--- config.mk ---
export PLATFORM = sky130hd
export DESIGN_NAME = des_key_sched
export DESIGN_NICKNAME = d
export VERILOG_FILES = /design/src/rtl/des_key_sched.sv
export SDC_FILE = /design/constraint.sdc
export NUM_CORES = 1
export LEC_CHECK = 0
export BUFFER_PORTS_ARGS = -buffer_cell sky130_fd_sc_hd__buf_4
export CAP_MARGIN = 5
export CORE_MARGIN = 4
export CORE_UTILIZATION = 45
export DETAILED_ROUTE_END_ITERATION = 10
export GPL_TIMING_DRIVEN = 0
export PLACE_DENSITY = 0.67
export SLEW_MARGIN = 20
export SYNTH_ARGS = -nofsm -noshare
export SYNTH_HDL_FRONTEND = slang
export SYNTH_SLANG_ARGS = --single-unit
export TNS_END_PERCENT = 100
--- constraint.sdc ---
create_clock -name clk -period 3.19 [get_ports clk]
set_clock_uncertainty 0.15 [all_clocks]
set_input_delay 0.4785 -clock clk [delete_from_list [all_inputs] [get_ports clk]]
set_output_delay 0.4785 -clock clk [all_outputs]
set_load 0.02 [all_outputs]
--- src/rtl/des_key_sched.sv ---
`default_nettype none
// ============================================================================
// Module      : des_key_sched
// Description : DES key schedule sequencer. It takes a post-PC-1 C||D key and
//               walks the 16 round rotations, left for encryption and right for
//               decryption. It presents one PC-2 compressed 48-bit subkey per
//               valid/ready handshake.
// Revision    : 1.0 - initial release
// ============================================================================
module des_key_sched #(
  parameter bit DECRYPT_EN = 1'b1
) (
  input  logic        clk,
  input  logic        rst,
  input  logic        load_valid,
  output logic        load_ready,
  input  logic [0:55] load_cd,
  input  logic        load_decrypt,
  output logic        key_valid,
  input  logic        key_ready,
  output logic [0:47] k,
  output logic [3:0]  key_round,
  output logic        key_last,
  output logic        busy
);

  localparam logic [0:0] ST_IDLE = 1'b0;
  localparam logic [0:0] ST_RUN  = 1'b1;

  localparam logic [3:0] LAST_ROUND = 4'd15;

  // PC-2 selection table, zero-based indices into cd[0:55], output bit 0 first
  localparam logic [5:0] PC2_IDX [0:47] = '{
    6'd13, 6'd16, 6'd10, 6'd23, 6'd0,  6'd4,  6'd2,  6'd27, 6'd14, 6'd5,  6'd20, 6'd9,
    6'd22, 6'd18, 6'd11, 6'd3,  6'd25, 6'd7,  6'd15, 6'd6,  6'd26, 6'd19, 6'd12, 6'd1,
    6'd40, 6'd51, 6'd30, 6'd36, 6'd46, 6'd54, 6'd29, 6'd39, 6'd50, 6'd44, 6'd32, 6'd47,
    6'd43, 6'd48, 6'd38, 6'd55, 6'd33, 6'd52, 6'd45, 6'd41, 6'd49, 6'd35, 6'd28, 6'd31
  };

  logic [0:0]  state_q, state_d;
  logic [0:55] cd_q, cd_d;
  logic [3:0]  round_q, round_d;
  logic        dir_q, dir_d;

  logic        w_load_dec;
  logic        w_left;
  logic        w_two;
  logic [4:0]  w_sched_idx;

  // Rotate one 28-bit half by 1 or 2 places in the requested direction
  function automatic logic [0:27] rot28(input logic [0:27] x, input logic left, input logic two);
    logic [0:27] r;
    if (left) begin
      r = two ? {x[2:27], x[0:1]} : {x[1:27], x[0]};
    end else begin
      r = two ? {x[26:27], x[0:25]} : {x[27], x[0:26]};
    end
    return r;
  endfunction

  // Schedule entries 1, 2, 9 and 16 shift by one; every other round by two
  function automatic logic shift_is_two(input logic [4:0] idx);
    return !((idx == 5'd1) || (idx == 5'd2) || (idx == 5'd9) || (idx == 5'd16));
  endfunction

  assign load_ready = (state_q == ST_IDLE);
  assign busy       = (state_q == ST_RUN);
  assign key_valid  = (state_q == ST_RUN);
  assign key_round  = round_q;
  assign key_last   = (state_q == ST_RUN) && (round_q == LAST_ROUND);

  // Direction of a new key; a build without decrypt support always encrypts
  assign w_load_dec = load_decrypt && DECRYPT_EN;

  // Decrypt walks the schedule backwards from K16, encrypt forwards from K2
  assign w_sched_idx = dir_q ? (5'd16 - {1'b0, round_q}) : ({1'b0, round_q} + 5'd2);
  assign w_two       = shift_is_two(w_sched_idx);
  assign w_left      = !(dir_q && DECRYPT_EN);

  // Next-state logic: load, advance on handshake, return to idle after K-last
  always_comb begin
    state_d = state_q;
    cd_d    = cd_q;
    round_d = round_q;
    dir_d   = dir_q;
    case (state_q)
      ST_IDLE: begin
        if (load_valid) begin
          state_d = ST_RUN;
          round_d = 4'd0;
          dir_d   = w_load_dec;
          // Decrypt starts from K16, whose cumulative rotation of 28 is the identity
          if (w_load_dec) begin
            cd_d = load_cd;
          end else begin
            cd_d = {rot28(load_cd[0:27], 1'b1, 1'b0), rot28(load_cd[28:55], 1'b1, 1'b0)};
          end
        end
      end
      ST_RUN: begin
        if (key_ready) begin
          if (round_q == LAST_ROUND) begin
            // cd and round are kept; only the handshake state returns to idle
            state_d = ST_IDLE;
          end else begin
            round_d = round_q + 4'd1;
            cd_d    = {rot28(cd_q[0:27], w_left, w_two), rot28(cd_q[28:55], w_left, w_two)};
          end
        end
      end
      default: begin
        state_d = ST_IDLE;
      end
    endcase
  end

  // State registers with asynchronous reset
  always_ff @(posedge clk or posedge rst) begin
    if (rst) begin
      state_q <= ST_IDLE;
      cd_q    <= '0;
      round_q <= 4'd0;
      dir_q   <= 1'b0;
    end else begin
      state_q <= state_d;
      cd_q    <= cd_d;
      round_q <= round_d;
      dir_q   <= dir_d;
    end
  end

  // PC-2 compression of the registered cd value only
  for (genvar gi = 0; gi < 48; gi++) begin : g_pc2
    assign k[gi] = cd_q[PC2_IDX[gi]];
  end

endmodule
`default_nettype wire

Yosys cells after proc, flatten, opt, wreduce, memory -nomap -nowiden
Index checks and enable logic that the tools add are counted.

Input port bits: 61. Word-level logic and storage cells: 42. Flip-flop bits (word level): 62.

Bitwise logic cells: 1. Equal/unequal tests: 8. Reduce and logical (&&, ||, !) cells: 6. Add/subtract/negate cells: 3. Multiplexer cells: 20.

Operators by type and width (number): $mux W56 (4); $mux W28 (6); $pmux W56 S2 (1); $mux W4 (3); $pmux W4 S2 (1); $ne A2 B2 Y1 const B (3); $add A4 B2 Y5 const B (1); $eq A5 B1 Y1 const B (1); $eq A5 B2 Y1 const B (1); $eq A5 B4 Y1 const B (1); $eq A5 B5 Y1 const B (1); $mux W5 (1); $sub A5 B4 Y5 const A (1); $add A4 B1 Y4 const B (1); $eq A4 B4 Y1 const B (1); $logic_or A1 B1 Y1 (3); $mux W1 (3); $reduce_and A3 Y1 (1); $pmux W1 S2 (1); $reduce_and A2 Y1 (1); $logic_and A1 B1 Y1 (1); $not A1 Y1 (1).

Longest topological paths before layout
Depth after elaboration: 11. Gate-level depth with buffers: 10. Gate-level depth less buffers: 7.

Worst setup path after synthesis
No wires, ideal clock.

Kind: flip-flop to flip-flop. Start: register round_q[2], in the netlist key_round[2]. End: register cd_q[4] (netlist name). Slack: 0.793 ns. Data required time: 2.916 ns. Cell stages (with the launch flop): 9. Library setup time: 0.124 ns. Period minus slack after synthesis: 2.397 ns. Data arrival time: 2.124 ns. Cells stage by stage: dfrtp_1 > inv_1 > ha_1 > and4bb_1 > a21oi_1 > or3_1 > buf_2 > a41o_1 > o31a_1.

Word-level cells in the longest chain between the ends: 11.

RTL lines: from (decl) (RTL line 42) `logic [3:0] round_q, round_d;`; from (signal assigned) (RTL line 127) `round_q <= round_d;`; $sub A5 B4 Y5 or $add A4 B2 Y5 (tied branches) (RTL line 76) `assign w_sched_idx = dir_q ? (5'd16 - {1'b0, round_q}) : ({1'b0, round_q} + 5'd2);`; $mux W5 (RTL line 76); $eq A5 B1 Y1 or $eq A5 B2 Y1 (tied branches) (RTL line 63) `return !((idx == 5'd1) || (idx == 5'd2) || (idx == 5'd9) || (idx == 5'd16));`; $logic_or A1 B1 Y1 (3 in series) (RTL line 63); $mux W28, on equally long branches (RTL line 54, 56); $mux W28 (RTL line 53) `if (left) begin`; $mux W56 (RTL line 102) `if (round_q == LAST_ROUND) begin`; $mux W56 (RTL line 101) `if (key_ready) begin`; $pmux W56 S2 (RTL line 86) `case (state_q)`; to (signal assigned) (RTL line 121) `cd_q <= '0;`; to (signal assigned) (RTL line 126) `cd_q <= cd_d;`; to (decl) (RTL line 41) `logic [0:55] cd_q, cd_d;`.

Parallel ways exist; a longest one is shown, timed or not. The select of a mux whose other input is x is not followed. A chain may end at the register's enable or synchronous reset.

Worst setup path in the final report
Start: register round_q[2], in the netlist key_round[2]. End: register cd_q[5] (netlist name).

Same word-level chain as after synthesis.

==> impl_metrics.ini <==
[outcome]
status = finished clean

[drt]
dr_wl_met2_um = 9683
routedWlPerCell_um = 20.54
highest_layer = met4
route.vias.total = 7171
wirelength_um = 22220
ant_nets = 0
drc_errors = 0
m1WireLength_um = 9621
first_pass_iters = 6
drt_iter0_drc = 993
viasPerCell = 6.628
wl_met3_um = 2267

[logic_synthesis]
synth_cell_types = 42
yosysWarnings = 0
synth_fp_nets = 837
postSynthCellCount = 772
synth_seq_area_share = 0.2557
avgSynthCellArea_um2 = 7.859
synth-seq-cells = 62
synthesis.area_mm2 = 0.006067
synth_edf_count = 0
synthArstFlopShare = 1.000
synth_top_flop_cell = dfrtp_1

[clock_network]
cts_hold_buf = 1
cts_buffer_depth = 2
htree_levels = 3
numClockSinks = 62
cts_tree = yes
cts_post_setup_buffers_inserted = 0
cts-root-buf = clkbuf_16
cts.clk_slew.worst_paths_ns = 0.06
clk_latency_ns = 0.34
cts_resized = 0
cts_buffers = 9

[timing]
worstMarginPinSlew_ns = 0.6509
slew_headroom = 0.5661
hold_viol = 0
drv_slew = 0
clock.fmax_mhz = 351.3
setup_tns_ns = 0
timing.final.crit_share = 0.8922
period_needed_ns = 2.846
rsz0062_at_grt = no
finalSetupViolations = 0

[setup_path]
start_kind = register
crit_path_start = key_round[2]$_DFFE_PP0P_
worst_ep_arrival_time_ns = 2.94
cp-end-kind = register
required_ns = 3.29
path_class = reg2reg
rr_startpoint = key_round[2]$_DFFE_PP0P_
crit_path_max_fanout = 10

[floorplanning]
design.portCount = 117
die_area_mm2 = 0.01540
die_h_um = 124.1
die_x_um = 124.1
start_util = 0.4581
rows = 42
coreArea_mm2 = 0.01324

[worst_hold_path]
min_path_type = in2reg
worstHoldStart = key_ready

[finish]
area_delta_synth_final_pct = 23.37
drive_above_1_share = 0.2494
fin_cells = 1082
nets = 966
fillerInstances = 1285
antenna_cells = 0

[power_and_ir_drop]
leakage_nw = 3.100
clockPowerShare = 0.110
swShare = 0.5199
power_w = 0.008863
power_switching_w = 0.004608
peakVddDrop_mv = 0.5240
power_density_mw_per_mm2 = 1184
internal_power_w = 0.004256
share_comb_of_total_power = 0.677
seqPwrFrac = 0.213

[placement]
numPortBuffers = 116
place_inst = 1065
place.gp.congestion = 0.9169
place_hpwl_um = 15820

[global_routing]
grt_overflow = 0
grt_first_pass_wirelength_um = 35140
grt_start_max_net_pins = 46
gr-usage-all-layers = 0.2878
grt_pass1_vias = 6679
antenna_found_initial = 0

[run]
maxCapViolCount = 0
-- cell families (layout without fill, tap and decap cells) --
kind of cell / Yosys count / after routing / share of synthesized area
AOI/OAI and AO/OA: 346 / 346 / 0.3832
xor gates and xnor gates: 3 / 3 / 0.004332
adders and majority gates: 4 / 4 / 0.008249
buffers and inverters: 156 / 290 / 0.1355
DFF: 62 / 62 / 0.2557
muxes: 56 / 56 / 0.09239
and+or+nand+nor: 145 / 145 / 0.1206
-- per-stage QoR --
step	utilization	cell area [um^2]	hold slack, ns	setup WS [ns]
6_report	0.5652	7485	0.3605	0.3438
2_1_floorplan	-	6067	0.4354	0.7925
5_1_grt	0.5652	7485	0.3694	0.1582
3_5_place_dp	0.5428	7188	0.3042	0.4038
3_3_place_gp	0.5405	7158	0.4738	-0.03187
4_1_cts	0.5652	7485	0.3553	0.3891
-- metal layers --
layer | vias up | global-route usage
met4 | 0 | 0.1198
met3 | 60 | 0.05177
met5 | - | 0
li1 | 3209 | -
met1 | 3440 | 0.4154
met2 | 462 | 0.4220
-- final cells by class --
| cell class | count | area, um^2 | area share |
|---|---|---|---|
| clock buffer | 12 | 266.5 | 0.03561 |
| buffer | 147 | 788.3 | 0.1053 |
| tap | 176 | 220.2 | 0.02942 |
| timing repair buffer | 118 | 908.4 | 0.1214 |
| multi-input combinational | 554 | 3694 | 0.4935 |
| clock inverter | 4 | 20.02 | 0.002675 |
| inverter | 9 | 36.28 | 0.004848 |
| sequential | 62 | 1551 | 0.2073 |
-- worst max-delay path, cell delays in order, from the launching register on --
cell and delay [ns]:
dfrtp_1 0.52, inv_1 0.14, ha_1 0.24, and4bb_1 0.27, a21oi_1 0.05, nor3_1 0.38
buf_2 0.34, buf_2 0.28, o211ai_1 0.11, a31oi_1 0.27
-- cell usage after synthesis (2+ instances only) --
cell	number	share of area
a31oi_1	54	0.056
clkbuf_1	53	0.033
nor2_1	9	0.0056
buf_4	51	0.063
buf_1	7	0.0043
ha_1	4	0.0082
a41o_1	2	0.0033
o31ai_1	2	0.0025
xor2_1	2	0.0029
nor2b_1	2	0.0021
mux2i_1	56	0.092
o21a_1	2	0.0025
o21ai_0	109	0.090
nor3_1	3	0.0025
nand3_1	110	0.091
nand2b_1	3	0.0031
nand2_1	9	0.0056
a41oi_1	47	0.068
clkbuf_2	4	0.0033
buf_2	32	0.026
inv_1	9	0.0056
o31a_1	5	0.0072
a21oi_1	8	0.0066
dfrtp_1	62	0.26
a2111oi_0	2	0.0029
nand4_1	2	0.0021
a211oi_1	4	0.0049
nor4_1	2	0.0021
o211ai_1	50	0.062
a31o_2	3	0.0043
a21o_1	53	0.066
-- power groups by stage --
stage	Sequential (W)	Clock [W]	Combinational, W
2_1_floorplan	0.00162	0	0.00424
3_3_place_gp	0.00185	0	0.00579
5_1_grt	0.00194	0.00101	0.00651
6_report	0.00189	0.000974	0.00600
3_5_place_dp	0.00185	0	0.00587
4_1_cts	0.00184	0.000969	0.00590
-- placed cells by master, fill, tap and decap left out, types with 3 or more instances in the layout --
cell,instances
buf_4,167
nand3_1,110
o21ai_0,109
dfrtp_1,62
mux2i_1,56
a31oi_1,54
a21o_1,53
clkbuf_1,53
o211ai_1,50
a41oi_1,47
buf_2,32
nor2_1,9
nand2_1,9
clkbuf_16,9
a21oi_1,8
inv_1,8
buf_1,7
o31a_1,5
clkbuf_2,4
a211oi_1,4
ha_1,4
clkinv_2,4
nand2b_1,3
nor3_1,3
a31o_2,3
clkbuf_8,3
-- state kept, by name, summed over array words and instances, names as in the netlist --
signal     count
cd_q          56
busy           1
dir_q          1
key_round      4
-- path summary, 6_finish.rpt --
kind,endpoint,slack (ns),cells after the start
max in group asynchronous,cd_q[10]$_DFFE_PP0P_,1.86,4
min reg2reg,cd_q[25]$_DFFE_PP0P_,0.49,2
min,busy$_DFF_PP0_,0.36,3
max reg2reg,cd_q[5]$_DFFE_PP0P_,0.34,9
max,cd_q[5]$_DFFE_PP0P_,0.34,9
min in group asynchronous,key_round[1]$_DFFE_PP0P_,0.50,3
(Power assumes the default switching activity.)
